### config.mk
export PLATFORM = sky130hd
export DESIGN_NAME = tdm_link_scheduler
export DESIGN_NICKNAME = d
export VERILOG_FILES = /design/src/rtl/tdm_link_scheduler_pkg.sv /design/src/rtl/tdm_link_scheduler_slot.sv /design/src/rtl/tdm_link_scheduler.sv
export SDC_FILE = /design/constraint.sdc
export NUM_CORES = 1
export LEC_CHECK = 0
export ABC_AREA = 1
export CAP_MARGIN = 30
export CORE_AREA = 2 2 52 54
export DETAILED_ROUTE_END_ITERATION = 10
export DIE_AREA = 0 0 54 56
export GPL_TIMING_DRIVEN = 0
export PLACE_DENSITY = 0.72
export SKIP_LAST_GASP = 1
export SLEW_MARGIN = 20
export SYNTH_ARGS = -nofsm -noshare
export SYNTH_HDL_FRONTEND = slang
export SYNTH_HIERARCHICAL = 1
export SYNTH_SLANG_ARGS = --single-unit
export TNS_END_PERCENT = 50
### constraint.sdc
create_clock -name clk -period 2.2 [get_ports clk]
set_clock_uncertainty 0.2 [all_clocks]
set_input_delay 0.44 -clock clk [delete_from_list [all_inputs] [get_ports clk]]
set_output_delay 0.44 -clock clk [all_outputs]
set_load 0.005 [all_outputs]
### src/rtl/tdm_link_scheduler_pkg.sv
// Shared definitions for the TDM link scheduler: FSM state encoding and a
// binary-to-Gray helper used by the Gray-coded counters in the NoC.
package tdm_link_scheduler_pkg;

    typedef enum logic {
        ST_IDLE = 1'b0,
        ST_BUSY = 1'b1
    } sched_state_t;

    // Wide enough for any slot or pointer counter in the NoC; callers zero-extend.
    localparam int GRAY_W = 8;

    function automatic logic [GRAY_W-1:0] bin2gray(input logic [GRAY_W-1:0] bin);
        return bin ^ (bin >> 1);
    endfunction

endpackage

### src/rtl/tdm_link_scheduler_slot.sv
// Slot timer for the TDM scheduler: counts SLOT_LEN cycles per slot and rotates
// the slot index mod N_REQ, exporting it in binary and registered Gray code.
module tdm_slot_timer
    import tdm_link_scheduler_pkg::*;
#(
    parameter int N_REQ    = 4,
    parameter int SLOT_LEN = 4,
    parameter int SW       = $clog2(N_REQ)
) (
    input  logic          clk,
    input  logic          rst,
    input  logic          en,
    output logic [SW-1:0] slot,
    output logic [SW-1:0] slot_gray
);

    localparam int TW = $clog2(SLOT_LEN);

    logic [TW-1:0]     timer_q, timer_d;
    logic [SW-1:0]     slot_q, slot_d;
    logic [SW-1:0]     slot_gray_q, slot_gray_d;
    logic [GRAY_W-1:0] gray_full;

    always_comb begin
        timer_d = timer_q;
        slot_d  = slot_q;
        if (en) begin
            if (timer_q == TW'(SLOT_LEN - 1)) begin
                timer_d = '0;
                // N_REQ is a power of two, so natural overflow is the mod-N wrap.
                slot_d  = slot_q + SW'(1);
            end else begin
                timer_d = timer_q + TW'(1);
            end
        end
    end

    // Gray code is taken from the next slot value so the output stays registered.
    always_comb begin
        gray_full   = bin2gray(GRAY_W'(slot_d));
        slot_gray_d = gray_full[SW-1:0];
    end

    always_ff @(posedge clk or negedge rst) begin
        if (!rst) begin
            timer_q     <= '0;
            slot_q      <= '0;
            slot_gray_q <= '0;
        end else begin
            timer_q     <= timer_d;
            slot_q      <= slot_d;
            slot_gray_q <= slot_gray_d;
        end
    end

    assign slot      = slot_q;
    assign slot_gray = slot_gray_q;

endmodule

### src/rtl/tdm_link_scheduler.sv
// Packet-granular TDM arbiter for one NoC output link, with optional
// work-conserving round-robin fallback when the slot owner is idle.
module tdm_link_scheduler
    import tdm_link_scheduler_pkg::*;
#(
    parameter int  N_REQ           = 4,
    parameter int  SLOT_LEN        = 4,
    parameter int  MAX_PKT         = 64,
    parameter bit  WORK_CONSERVING = 1'b1,
    localparam int SW              = $clog2(N_REQ)
) (
    input  logic             clk,
    input  logic             rst,
    input  logic             en,
    input  logic [N_REQ-1:0] req,
    input  logic             tx_valid,
    input  logic             tx_ready,
    input  logic             tx_last,
    output logic [N_REQ-1:0] gnt,
    output logic             busy,
    output logic [SW-1:0]    slot_gray,
    output logic             err_timeout
);

    localparam int HW = $clog2(MAX_PKT);

    logic [SW-1:0]    slot;
    logic [N_REQ-1:0] rot_req;
    logic             pick_valid;
    logic [SW-1:0]    pick_off;
    logic [SW-1:0]    pick_idx;
    logic             tail_hs;

    sched_state_t     state_q, state_d;
    logic [N_REQ-1:0] gnt_q, gnt_d;
    logic             busy_q, busy_d;
    logic [HW-1:0]    hold_q, hold_d;
    logic             err_q, err_d;

    tdm_slot_timer #(
        .N_REQ    (N_REQ),
        .SLOT_LEN (SLOT_LEN),
        .SW       (SW)
    ) u_slot_timer (
        .clk       (clk),
        .rst       (rst),
        .en        (en),
        .slot      (slot),
        .slot_gray (slot_gray)
    );

    // Requests rotated so bit 0 is the current owner and bit k is owner+k.
    genvar gi;
    generate
        for (gi = 0; gi < N_REQ; gi++) begin : g_rot
            assign rot_req[gi] = req[slot + SW'(gi)];
        end
    endgenerate

    // Owner first; otherwise the nearest requester after it, scanning upward.
    always_comb begin
        pick_valid = rot_req[0];
        pick_off   = '0;
        if (!rot_req[0] && WORK_CONSERVING) begin
            for (int k = N_REQ - 1; k >= 1; k--) begin
                if (rot_req[k]) begin
                    pick_valid = 1'b1;
                    pick_off   = SW'(k);
                end
            end
        end
        pick_idx = slot + pick_off;
    end

    assign tail_hs = tx_valid & tx_ready & tx_last;

    always_comb begin
        state_d = state_q;
        gnt_d   = gnt_q;
        busy_d  = busy_q;
        hold_d  = hold_q;
        err_d   = 1'b0;
        case (state_q)
            ST_IDLE: begin
                if (en && pick_valid) begin
                    state_d = ST_BUSY;
                    gnt_d   = N_REQ'(1) << pick_idx;
                    busy_d  = 1'b1;
                    hold_d  = '0;
                end
            end
            ST_BUSY: begin
                hold_d = hold_q + HW'(1);
                // Tail handshake takes priority over a coincident timeout.
                if (tail_hs) begin
                    state_d = ST_IDLE;
                    gnt_d   = '0;
                    busy_d  = 1'b0;
                end else if (hold_q == HW'(MAX_PKT - 1)) begin
                    state_d = ST_IDLE;
                    gnt_d   = '0;
                    busy_d  = 1'b0;
                    err_d   = 1'b1;
                end
            end
            default: begin
                state_d = ST_IDLE;
                gnt_d   = '0;
                busy_d  = 1'b0;
            end
        endcase
    end

    always_ff @(posedge clk or negedge rst) begin
        if (!rst) begin
            state_q <= ST_IDLE;
            gnt_q   <= '0;
            busy_q  <= 1'b0;
            hold_q  <= '0;
            err_q   <= 1'b0;
        end else begin
            state_q <= state_d;
            gnt_q   <= gnt_d;
            busy_q  <= busy_d;
            hold_q  <= hold_d;
            err_q   <= err_d;
        end
    end

    assign gnt         = gnt_q;
    assign busy        = busy_q;
    assign err_timeout = err_q;

endmodule

**Word-level counts from Yosys, hierarchy flattened**

Index checks and enable logic that the tools add are counted.

- Word-level logic and storage cells: 65
- Output and inout bits: 8
- Input port bits: 10
- Flip-flop bits (word level): 19

- Shifts and indexed selects: 1
- Magnitude comparators: 4
- $add $sub $neg: 6
- Reduce and logical (&&, ||, !) cells: 2
- Bitwise gates (word level): 4
- Mux-type cells: 36
- Eq/ne operators: 4

Operators by type and width:

| cell | count |
|---|---|
| 1-bit 2-to-1 mux | 17 |
| 2-bit 2-to-1 mux | 7 |
| 2-bit by 3-bit less-than comparator with 1-bit output (second input constant) | 4 |
| 4-bit 2-to-1 mux | 3 |
| 6-bit one-hot mux with 2 select lines | 1 |
| 1-bit binary-select mux with 2-bit select | 4 |
| 4-bit one-hot mux with 2 select lines | 1 |
| 6-bit by 1-bit adder with 6-bit output (second input constant) | 1 |
| 6-bit equality test (second input constant) | 1 |
| 6-bit 2-to-1 mux | 1 |
| 2-bit by 1-bit adder with 2-bit output (second input constant) | 2 |
| 2-bit adder (second input constant) | 2 |
| 1-bit one-hot mux with 2 select lines | 2 |
| 1-bit by 2-bit left shift with 4-bit output (first input constant) | 1 |
| 3-bit by 2-bit inequality test with 1-bit output (second input constant) | 1 |
| 2-bit adder | 1 |
| 1-bit AND | 2 |
| 2-bit equality test (second input constant) | 1 |
| 2-bit inequality test (second input constant) | 1 |
| 2-bit AND reduction | 1 |
| 2-bit by 1-bit bitwise XOR with 2-bit output | 1 |
| 1-bit logical AND | 1 |
| 1-bit inverter | 1 |

**Longest topological paths before layout**

- Depth in word-level cells: 11
- Gate-level depth with buffers: 16
- Mapped depth without buffers: 15

**Cells and area by module**

Netlist, hierarchy kept.

Modules (own cells, without submodules):

| module | cells an instance | sequential area each (sq um) | instances | area an instance (sq um) |
|---|---|---|---|---|
| tdm_link_scheduler | 131 | 325.3 | 1 | 928.4 |
| tdm_slot_timer | 27 | 125.1 | 1 | 232.7 |

**Worst setup path before layout**

No wires, ideal clock.

- Path kind: flip-flop to flip-flop
- Start: register u_slot_timer/slot_gray[1] (netlist name)
- End: register gnt_q[0], in the netlist gnt[0]
- Arrival time: 1755 ps
- Path slack: 180 ps
- Period minus slack after synthesis: 2020 ps
- Library setup time: 65 ps
- Required time: 1935 ps
- Path buffers: 1
- Cell stages (with the launch flop): 17
- Path through: dfrtp_1 buf_4 inv_4 nand2_2 nand2_2 nand2_1 nand2_1 a21oi_1 nor2_1 ha_1 xor2_1 inv_1 nand3_1 nand2_2 nor2_2 nand2_1 nand2_1

RTL lines:

| element | line | source |
|---|---|---|
| to (signal assigned) | tdm_link_scheduler.sv:123 | `gnt_q <= gnt_d;` |
| to (decl) | tdm_link_scheduler.sv:35 | `logic [N_REQ-1:0] gnt_q, gnt_d;` |

**Worst setup path after layout**

- Start: register u_slot_timer.slot_q[0], in the netlist u_slot_timer/slot[0]
- End: register gnt_q[1], in the netlist gnt[1]

- Word-level cells in the longest chain between the ends: 11
- Elaborated cells on any way between the ends: 26
- Classes of those cells: add/sub (4); eq/ne (1); shift (1); mux (18); reduce/logical (2)

RTL lines:

| element | line | source |
|---|---|---|
| from (decl) | tdm_link_scheduler_slot.sv:20 | `logic [SW-1:0] slot_q, slot_d;` |
| from (signal assigned) | tdm_link_scheduler_slot.sv:51 | `slot_q <= slot_d;` |
| 2-bit adder | tdm_link_scheduler.sv:56 | `assign rot_req[gi] = req[slot + SW'(gi)];` |
| 1-bit binary-select mux with 2-bit select | tdm_link_scheduler.sv:56 |  |
| 1-bit 2-to-1 mux (implied by the code) | tdm_link_scheduler.sv:56 |  |
| 2-bit 2-to-1 mux (3 in series) | tdm_link_scheduler.sv:66 | `if (rot_req[k]) begin` |
| 2-bit 2-to-1 mux | tdm_link_scheduler.sv:64 | `if (!rot_req[0] && WORK_CONSERVING) begin` |
| 2-bit adder | tdm_link_scheduler.sv:72 | `pick_idx = slot + pick_off;` |
| 1-bit by 2-bit left shift with 4-bit output | tdm_link_scheduler.sv:87 | `gnt_d = N_REQ'(1) << pick_idx;` |
| 4-bit 2-to-1 mux | tdm_link_scheduler.sv:85 | `if (en && pick_valid) begin` |
| 4-bit one-hot mux with 2 select lines | tdm_link_scheduler.sv:83 | `case (state_q)` |

Several ways; a longest one is shown, not always the timed one. The select of a mux whose other input is x is not followed.
A chain may end at the register's enable or synchronous reset.

==> results.md <==
* Gr ovfl total at 0
* Max Cap Viol at 0
* Worst Path Max Fanout at 8
* Crit path buffers/inverters at 3
* Post-synthesis compound-gate area fraction at 3.88%
* HP Class: flop to flop
* CTS clk-pin slew, worst paths at 0.10 ns
* Layout area overhead at 35.5%
* Die Ht at 56 um
* Top Metal Used: met4
* WL met3 at 62 um
* Final Slew Violations at 0
* Top-level port count at 18
* Post-synthesis cell area at 1160 um^2
* Data required time of the worst path at 2.24 ns
* Clk pwr share at 8.9%
* Critical path class: flop to flop
* Mux contribution to synthesized area at 0%
* Reg2reg end: gnt[1]
* Worst-path cell chain: buf_12, clkinv_8, nand2_2, nand2_2, nand2_1, nand2_2, a21oi_2, nor2_2, ha_2, xor2_2, inv_1, nand3_2, nand2_2, nor2_2, nand2_1, nand2_1
* FMAX at 461 MHz
* Share of layout cells above drive strength 1 at 31.6%
* Dpl cells at 205
* Overall global routing resource usage at 16.2%
* NetSw at 0.00103 W
* GP Congestion at 0.837
* Largest family of logic cells by synthesized area: simple AND/OR/NAND/NOR gates
* Initial Utilization at 47.7%
* Vias at 1042
* Core area at 2430 um^2
* Clk sinks at 18
* Largest cells by area after synthesis: dfrtp_1 39%, nand2_1 19%, nand2_2 7.5%
* Post-Synth XOR/XNOR Area at 0.754%
* Final Hold Fails at 0
* Final clock period utilization by the worst path at 98.6%
* Leak pwr at 0.854 nW
* Reg2Reg Depth at 16
* Startpoint type of the worst setup path: flop
* Syn_nets at 171
* Critical path's slowest cell: dfrtp_2
* Crit path depth at 16
* DRT Pass-1 Iters at 4
* DP HPWL at 1660 um
* Power Density at 1430 nW/um^2
* Layout Cells excl Fill at 217
* Max stage delay on crit path at 0.40 ns
* Register bit total from synthesis at 18
* Cell family with most CP delay: simple AND/OR/NAND/NOR gates
* Post-layout util at 64.7%
* Worst Setup SP: u_slot_timer/slot[0]
* Worst-skew pair later-pin latency at 0.29 ns
* Metal-1 WL at 1040 um
* Syn Inst Count at 158
* Yosys warning count at 6
* Reg power frac at 24.5%
* DRC viols at 0
* First-pass GRT wire length at 3690 um
* Synth unique cells at 21
* Final net count at 201
* P_int at 0.00123 W
* Post-DR wirelength/cell at 10.8 um
* Fin crit period at 2.17 ns
* Initial antenna violation count at 0
* Synth Area in Adders at 3.23%
* IR drop worst, VDD at 0.813 mV
* Setup slack, reg-to-reg at 0.03 ns
* Seq/Total Area, Yosys at 38.8%
* Worst r2r src: u_slot_timer/slot[0]
* Status: completed
* Die Area at 3020 um^2
* Antenna fix cells at 0
* Area leader, netlist: dfrtp_1
* Sw frac at 45.6%
* Vias in the first global route at 893
* TritonCTS clock tree: yes
* DRT iter0 DRCs at 15
* CTS Buf Count at 3
* EDFF count, synth at 0
* Worst Setup End Kind: flop
* Synthesized area per cell at 7.35 um^2
* Setup-failing EPs final at 0
* Die width at 54 um
* Routed Antenna Nets at 0
* Met2 WL at 1230 um
* Routed vias/inst at 4.80
* Relative slew slack at 49.0%
* Drt total wl at 2340 um
* Critical Path End: gnt[1]
* Unrepaired setup endpoints after global routing: true
* Largest net degree at the start of global routing at 19
* Main synth FF type: dfrtp_1
* CP arrival at 2.21 ns
* Post-CTS Hold Buffers at 0
* CTS Root Cell: clkbuf_4
* Top cell type's share of synthesized area at 38.8%
* Worst Tran Pin Value at 0.763 ns
* Simple-gate area share of the yosys netlist at 44.7%
* Standard-cell rows at 18
* Htree depth at 1
* Fraction of registers with async set/reset at 100%
* Most frequent CP cell: nand2_2
* CTS Buffer Depth at 2
* Gate power share at 66.6%
* PortBufs at 17
==> layer usage <==
metal  track usage [%]  up-vias
met5                 0        -
met4              4.29        0
met3              4.84        2
met2              26.3       10
met1              20.5      478
li1                  -      552
==> registers in the layout, indices dropped and copies added (netlist names) <==
register,flops
err_timeout,1
busy,1
hold_q,6
gnt,4
u_slot_timer/slot,1
state_q,1
u_slot_timer/timer_q,2
u_slot_timer/slot_gray,2
==> layout make-up <==
type	instances	area, um^2
buffer	2	18.8
clock buffer	4	36.3
fill	215	860
inverter	17	78.8
multi-input combinational	120	689
sequential	18	452
tap	30	37.5
timing repair buffer	26	260
==> power groups by stage <==
| stage | Sequential [W] | Combinational (W) | Clock, W |
|---|---|---|---|
| floorplan | 0.000552 | 0.000893 | 0 |
| global placement | 0.000562 | 0.00112 | 0 |
| detailed placement | 0.000568 | 0.00117 | 0 |
| CTS | 0.000548 | 0.00124 | 0.000206 |
| global route | 0.000573 | 0.00168 | 0.000221 |
| finish | 0.000553 | 0.00150 | 0.000200 |
==> synth_stat cells (2+ instances only) <==
master and count:
o21ai_1 2, ha_1 3, a21oi_1 2, nor2_4 2, nand3_2 2, dfrtp_1 18, inv_1 15, nand2_4 4
nand3_1 15, nand2_2 14, nand2_1 59, o21ai_0 5, nor2_1 8, buf_4 2
==> how the worst min path moves through the flow <==
stage	start	cells after the start	slack, ns	to
2_1_floorplan	rst	0	-0.06	busy
6_report	gnt[2]	2	0.28	gnt[2]
3_3_place_gp	gnt[3]	2	0.25	gnt[3]
5_1_grt	busy	2	0.30	busy
4_1_cts	busy	2	0.29	busy
3_5_place_dp	gnt[2]	2	0.26	gnt[2]
==> worst min-delay path, delay by kind of cell, from the launching register on <==
family | cells | cell delay, ns
flip-flops | 1 | 0.36
AND/OR/NAND/NOR | 2 | 0.09
==> repair_timing <==
item                                    in CTS  in global routing
endpoints found under the setup margin       4                  4
buffers inserted                             2                  7
gates cloned                                 0                  0
pin swaps                                    1                 13
resized for setup                            4                 29
endpoints found under the hold margin        0                  0
==> cell families (layout without fill, tap and decap cells) <==
group / after synthesis / after routing
AND/OR/NAND/NOR: 107 / 107
buffers and inverters: 20 / 49
flip-flops: 18 / 18
AO/OA/AOI/OAI: 9 / 9
adder cells (fa/ha/maj): 3 / 3
XOR/XNOR: 1 / 1
==> layout by cell type (no fill, tap or decap), types with 2 or more instances in the layout <==
master and count:
nand2_1 48, inv_1 13, o21ai_1 2, nor2_1 7, clkbuf_4 3, ha_1 2
nor2_2 2, nand3_1 14, nand2_2 19, o21ai_0 5, nor2_4 2, nand2_4 10
nand3_2 3, dlymetal6s2s_1 4, dfrtp_1 17, clkdlybuf4s50_1 13, inv_2 2, buf_4 9
==> metrics by stage <==
stage	cell area [um^2]	setup slack, ns	setup TNS [ns]	hold WS [ns]	power (W)
final	1570	0.0304	0	0.281	0.00226
after global routing	1570	-0.147	-0.446	0.302	0.00247
after CTS	1430	0.00862	0	0.286	0.00199
after detailed placement	1370	-0.335	-1.31	0.262	0.00174
after global placement	1370	-0.276	-1.05	0.255	0.00168
after floorplan	1160	0.180	0	-0.0556	0.00145
Power figures use the tool's default switching activity.
